## src/rtl/instruction_fetch.sv

```systemverilog
// Fetch stage: owns the PC, reads the combinational ROM and
// registers {pc, instr} into the IF/ID slot with valid/ready.
module instruction_fetch #(
  parameter logic [31:0] RESET_PC = 32'h0000_0000,
  parameter int unsigned PC_LIMIT = 32,
  parameter int unsigned CNT_W    = 16
) (
  input  logic             clk,
  input  logic             rst_n,
  input  logic             enable,
  output logic [31:0]      pc_out,
  input  logic [31:0]      instr_in,
  input  logic             redirect_valid,
  input  logic [31:0]      redirect_target,
  output logic             out_valid,
  input  logic             out_ready,
  output logic [31:0]      out_pc,
  output logic [31:0]      out_instr,
  output logic [CNT_W-1:0] fetch_count,
  output logic             wrap_pulse
);

  localparam logic [31:0] LIMIT = 32'(PC_LIMIT);
  localparam logic [CNT_W-1:0] CNT_MAX = {CNT_W{1'b1}};

  logic [31:0] pc_reg;
  logic [31:0] pc_inc;
  logic [31:0] next_pc;
  logic [31:0] redir_pc;
  logic        wraps;
  logic        xfer;
  logic        load;
  logic        do_redir;
  logic        do_load;
  logic        do_drain;

  assign pc_out   = pc_reg;
  assign pc_inc   = pc_reg + 32'd4;
  assign wraps    = pc_inc >= LIMIT;
  assign next_pc  = wraps ? RESET_PC : pc_inc;
  assign redir_pc = redirect_target & ~32'd3;

  assign xfer = out_valid & out_ready;
  assign load = enable & (~out_valid | out_ready);

  // Mutually exclusive decode of the priority chain
  assign do_redir = redirect_valid;
  assign do_load  = load & ~redirect_valid;
  assign do_drain = xfer & ~load & ~redirect_valid;

  always_ff @(posedge clk or negedge rst_n) begin
    if (!rst_n) begin
      pc_reg      <= RESET_PC;
      out_valid   <= 1'b0;
      out_pc      <= 32'd0;
      out_instr   <= 32'd0;
      fetch_count <= '0;
      wrap_pulse  <= 1'b0;
    end else begin
      wrap_pulse <= 1'b0;
      unique case (1'b1)
        do_redir: begin
          pc_reg    <= redir_pc;
          out_valid <= 1'b0;
        end
        do_load: begin
          out_pc     <= pc_reg;
          out_instr  <= instr_in;
          out_valid  <= 1'b1;
          pc_reg     <= next_pc;
          wrap_pulse <= wraps;
          if (fetch_count != CNT_MAX)
            fetch_count <= fetch_count + CNT_W'(1);
        end
        do_drain: begin
          out_valid <= 1'b0;
        end
        default: begin
        end
      endcase
    end
  end

endmodule

```

## config.mk

```make
export PLATFORM = sky130hd
export DESIGN_NAME = instruction_fetch
export DESIGN_NICKNAME = d
export VERILOG_FILES = /design/src/rtl/instruction_fetch.sv
export SDC_FILE = /design/constraint.sdc
export NUM_CORES = 1
export LEC_CHECK = 0
export BUFFER_PORTS_ARGS = -buffer_cell sky130_fd_sc_hd__buf_4
export CAP_MARGIN = 20
export CORE_ASPECT_RATIO = 0.7
export CORE_MARGIN = 2
export CORE_UTILIZATION = 52
export CTS_BUF_LIST = sky130_fd_sc_hd__clkbuf_8
export CTS_CLUSTER_DIAMETER = 30
export CTS_CLUSTER_SIZE = 12
export DETAILED_ROUTE_END_ITERATION = 7
export MAX_ROUTING_LAYER = met4
export PLACE_DENSITY = 0.81
export SLEW_MARGIN = 30
export SYNTH_ARGS = -nofsm -noshare
export SYNTH_HDL_FRONTEND = slang
export SYNTH_SLANG_ARGS = --single-unit
```

## constraint.sdc

```tcl
create_clock -name clk -period 2.9 [get_ports clk]
set_clock_uncertainty 0.15 [all_clocks]
set_input_delay 0 -clock clk [delete_from_list [all_inputs] [get_ports clk]]
set_output_delay 0 -clock clk [all_outputs]
set_load 0.02 [all_outputs]
```

# Word level (Yosys, flattened, before mapping)

Index checks and enable logic that the tools add are counted.
Widths: inputs -> output; s select.

Multiplexer cells: 4
$add $sub $neg: 2
Reductions and logical operators: 4
Eq/ne operators: 1
Order comparisons: 1
Bitwise logic cells: 9

Operators with widths:

| kind                  | count |
|---|---|
| $pmux 32 s2           | 1 |
| $add 32x3->32 const B | 1 |
| $ge 32x6->1 const B   | 1 |
| $mux 32               | 1 |
| $add 16x1->16 const B | 1 |
| $ne 16x16->1 const B  | 1 |
| $and 1x1->1           | 5 |
| $reduce_bool 2->1     | 2 |
| $not 1->1             | 3 |
| $pmux 1 s2            | 1 |
| $reduce_and 2->1      | 1 |
| $reduce_or 2->1       | 1 |
| $mux 1                | 1 |
| $or 1x1->1            | 1 |

Output and inout port bits: 114
Bits of input ports: 69
Register bits: 114
Word-level logic and storage cells: 27

# Longest topological paths before layout

Depth in word-level cells: 8
Gate-level depth with buffers: 9
Mapped depth without buffers: 8

# Least setup slack after synthesis

OpenSTA, ideal clock, no wires.

Path kind: register -> register
Start: reg pc_reg[2], in the netlist pc_out[2]
End: reg pc_reg[24], in the netlist pc_out[24]
Buffers on the path: 1
Library setup time: 0.092 ns
Setup slack: 0.091 ns
Clock period less this slack: 2.809 ns
Cell stages (with the launch flop): 10
Data required time: 2.658 ns
Arrival: 2.567 ns
Cells stage by stage: dfrtp_1 -> ha_1 -> nand4_1 -> or4_1 -> buf_2 -> a2111o_1 -> and3_4 -> a211oi_4 -> a311oi_4 -> o31ai_2

Cells in the longest elaborated chain, start to end: 4

Ends and longest elaborated chain:

| item                   | RTL line | text |
|---|---|---|
| start, declared        | 26       | `logic [31:0] pc_reg;` |
| start signal, assigned | 63       | `pc_reg <= redir_pc;` |
| start signal, assigned | 70       | `pc_reg <= next_pc;` |
| $add 32x3->32 (*)      | 38       | `assign pc_inc = pc_reg + 32'd4;` |
| $ge 32x6->1            | 39       | `assign wraps = pc_inc >= LIMIT;` |
| $mux 32 (*)            | 40       | `assign next_pc = wraps ? RESET_PC : pc_inc;` |
| $pmux 32 s2 (*)        | 61       | `unique case (1'b1)` |

Every way passes the cells marked *; elsewhere a longest branch is shown, timed or not.
A chain may end at the register's enable or synchronous reset.

# Final worst setup path

Start: reg pc_reg[3], in the netlist pc_out[3]
End: reg pc_reg[24], in the netlist pc_out[24]

Same word-level chain as after synthesis.

==> impl_metrics.py <==
metrics = {
    "clock_network": {
        "clock_tree_root_driver_cell": "clkbuf_8",
        "cts_max_path_buffers": 2,
        "tritoncts": "yes",
        "register_clock_pin_slew_on_the_reported_worst_setup_and_hold_paths_ns": 0.11,
        "clk_latency_ns": 0.38,
        "numClockSinks": 110,
        "clock_tree.htree_level_count": 3,
        "cts-buffers-inserted": 9,
    },
    "run": {
        "drv_cap": 0,
    },
    "detailed_routing": {
        "ant_nets": 0,
        "finalWirelength_um": 15100,
        "drt_drc_violations_left": 0,
        "drt_first_iter_violations": 369,
        "vias": 4717,
        "first_pass_iters": 5,
        "viasPerCell": 5.47,
        "route.detailed.wl_per_inst_um": 17.5,
    },
    "final_layout": {
        "syn_to_final_growth_pct": 50.9,
        "multi_input_area_um2": 2290,
        "final_nets": 800,
        "layout.filler_cells": 582,
        "mostFrequentLayoutCell": "buf_4",
        "commonest_cells_after_routing_fill_and_taps_aside": "buf_4, dfrtp_1, dlygate4sd3_1",
        "final_layout_size_suffix_gt1_share_pct": 40.5,
        "area_taken_by_flip_flops_and_latches_um2": 2750,
    },
    "sta": {
        "count_of_final_max_slew_check_failures": 0,
        "period_needed_ns": 2.80,
        "report.final.hold_viol_count": 0,
        "tightestPinTransition_ns": 0.782,
        "final_min_period_over_clock_period_pct": 96.4,
        "worst_slew_margin_rel_pct": 47.9,
        "setup_violation_total_in_the_final_timing_report": 0,
        "final.setup.tns_ns": 0,
        "rsz0062_at_grt": "false",
        "clock.fmax_mhz": 358,
    },
    "worst_setup_path": {
        "cp_slowest_cell": "or4_1",
        "worst-setup-path-type": "reg2reg",
        "cp.required_ns": 3.03,
        "timing.rr.end": "pc_out[24]$_DFFE_PN0P_",
        "worst_ep_arrival_time_ns": 2.93,
        "critical_path.cell_chain": "ha_2, nand4_1, or4_1, buf_4, nor4_2, nor3_2, a211oi_4, a311oi_4, o31ai_2",
        "worst_path_dominant_cell_family": "simple AND/OR/NAND/NOR gates",
        "ff2ff_setup_slack_ns": 0.10,
        "critical_path.endpoint_type": "flop",
        "start_kind": "flop",
        "cp.buffers_inverters": 1,
        "critPathMaxStageDelay_ns": 0.47,
        "regToRegStartpoint": "pc_out[3]$_DFFE_PN0P_",
        "worstRegToRegCells": 9,
        "critical_path.max_fanout": 6,
    },
    "synth": {
        "synthesis.area_um2": 5150,
        "post_synth.cell_area_avg_um2": 11.2,
        "synth-seq-cells": 110,
        "ys.flop_type": "dfrtp_1",
        "yosysWarningCount": 0,
        "synth.distinct_cells": 53,
        "async_reset_ff_share_pct": 100,
        "edff_count_synth": 0,
        "synthesis.instances": 459,
        "share_of_the_yosys_chip_area_belonging_to_registers_pct": 53.4,
    },
    "hold_path": {
        "hp-start": "redirect_valid",
        "hold_depth": 3,
        "hold_path_class": "in2reg",
        "min_delay_worst_endpoint": "pc_out[25]$_DFFE_PN0P_",
    },
    "outcome": {
        "status": "finished, final reports clean",
    },
    "pwr": {
        "ir_worst_vdd_mv": 0.709,
        "power-per-cell-area_nw_per_um2": 544,
        "total_power_w": 0.00423,
        "power.static_leakage_nw": 3.55,
    },
    "floorplanning": {
        "std_cell_rows": 30,
        "floorplan.io_pins": 183,
        "dieWidth_um": 123,
        "placeableCoreArea_um2": 9680,
        "fp.dieH_um": 87.3,
        "design.die.area_um2": 10700,
        "floorplan.initialDensity_pct": 53.2,
    },
    "placed_design": {
        "hpwlAfterDp_um": 9900,
        "numPortBuffers": 176,
        "gp_congestion": 0.904,
    },
    "grt": {
        "global_route_wire_length_before_repair_um": 23800,
        "gr-usage-all-layers_pct": 29.7,
        "grt_start_max_net_pins": 65,
        "grt_pass1_vias": 4696,
        "number_of_antenna_violations_at_the_first_check_in_global_routing": 1,
        "grt-ovfl-total": 0,
    },
}
[worst reg2reg max path, delay by kind of cell (launching register included)]
kind | cells | cell delay (ns)
and+or+nand+nor | 4 | 1.05
AOI/OAI and AO/OA | 3 | 0.70
DFF | 1 | 0.39
adders and majority gates | 1 | 0.23
buffers and inverters | 1 | 0.18
[Yosys cell counts (2+ instances only)]
library cell | n | share of area [%]
ha_1 | 2 | 0.49
xor2_1 | 6 | 1.0
or3_1 | 4 | 0.49
nor4_1 | 10 | 1.2
nor3_1 | 11 | 1.1
nand2b_1 | 6 | 0.73
nand4_1 | 15 | 1.8
and2_1 | 3 | 0.36
nand2_1 | 66 | 4.8
a311oi_1 | 2 | 0.34
dfrtp_1 | 110 | 53
and3_1 | 8 | 0.97
and4_1 | 5 | 0.85
o21ai_0 | 25 | 2.4
buf_2 | 4 | 0.39
buf_1 | 3 | 0.22
clkbuf_1 | 16 | 1.2
o311ai_0 | 2 | 0.34
or2b_1 | 2 | 0.29
o31ai_2 | 3 | 0.73
nand3_1 | 10 | 0.97
buf_4 | 4 | 0.58
xnor2_1 | 15 | 2.5
nor2_1 | 17 | 1.2
nand4_2 | 2 | 0.49
nor3b_1 | 3 | 0.44
a21oi_1 | 7 | 0.68
mux2_2 | 65 | 14
a31oi_1 | 4 | 0.49
o31ai_1 | 2 | 0.29
inv_1 | 5 | 0.36
[cell type report]
| cell class | instances | share of cell area (%) |
|---|---|---|
| clock buffers | 9 | 1.59 |
| well taps | 128 | 2.06 |
| repair buffers | 283 | 30.2 |
| clock inverters | 7 | 1.03 |
| multi-input cells | 320 | 29.5 |
| flip-flops and latches | 110 | 35.4 |
| diodes | 1 | 0.0322 |
| inverters | 5 | 0.241 |
[state kept, by name, indices dropped and copies added (netlist names)]
register,count
out_instr,32
out_pc,30
pc_out,30
fetch_count,16
out_valid,1
wrap_pulse,1
[metal layers]
layer	vias to the layer above	GRT usage, %	part of all wire [%]
met3	35	4.58	6.1
met5	-	-	0
met4	0	9.61	2.4
met1	2268	38.7	42
met2	227	48.4	50
li1	2187	-	-
[metrics by stage]
stage / area, um2 / cells / setup slack (ns) / hold WS, ns / util [%]
final: 7780 / 863 / 0.104 / 0.0126 / 80.3
after global routing: 7780 / 863 / 0.00258 / 0.0371 / 80.3
after detailed placement: 6700 / 760 / 0.0151 / -0.0237 / 69.2
after CTS: 7760 / 862 / 0.0706 / 0.000328 / 80.2
after floorplan: 5160 / 462 / 0.0911 / -0.446 / -
after global placement: 6700 / 760 / 0.187 / -0.0291 / 69.2
[logic make-up after synthesis]
| kind of cell | after synthesis | synth area share (%) |
|---|---|---|
| fa+ha+maj | 2 | 0.485 |
| xor+xnor | 21 | 3.57 |
| mux | 66 | 14.4 |
| other cells | 1 | 0.0728 |
| flops | 110 | 53.4 |
| simple gates | 172 | 17.7 |
| compound gates | 55 | 7.65 |
| buf+inv | 32 | 2.72 |
[worst max path at each step]
stage                     startpoint  depth (start not counted)  slack (ns)                      to
3_3_place_gp   pc_out[3]$_DFFE_PN0P_                          8        0.19   pc_out[4]$_DFFE_PN0P_
5_1_grt        pc_out[3]$_DFFE_PN0P_                          8       0.003  pc_out[24]$_DFFE_PN0P_
3_5_place_dp   pc_out[3]$_DFFE_PN0P_                          9        0.02  pc_out[24]$_DFFE_PN0P_
2_1_floorplan  pc_out[2]$_DFFE_PN0P_                          9        0.09  pc_out[24]$_DFFE_PN0P_
6_report       pc_out[3]$_DFFE_PN0P_                          9        0.10  pc_out[24]$_DFFE_PN0P_
4_1_cts        pc_out[3]$_DFFE_PN0P_                          9        0.07  pc_out[24]$_DFFE_PN0P_
[power by group]
part | switching (W) | leakage [nW] | internal (W)
clock | 0.000552 | 0.102 | 0.000412
combinational | 0.000673 | 2.08 | 0.000650
sequential | 0.000190 | 1.37 | 0.00175
total | 0.00142 | 3.55 | 0.00282
[repair_timing]
action                                  4_1_cts  5_1_grt
pin swaps                                     0        1
resized for setup                             0        3
setup buffers                                 1        0
endpoints found under the hold margin       123        0
endpoints found under the setup margin        2        6
hold buffers                                 85        0
No activity file was read; power rests on OpenSTA's default activity.
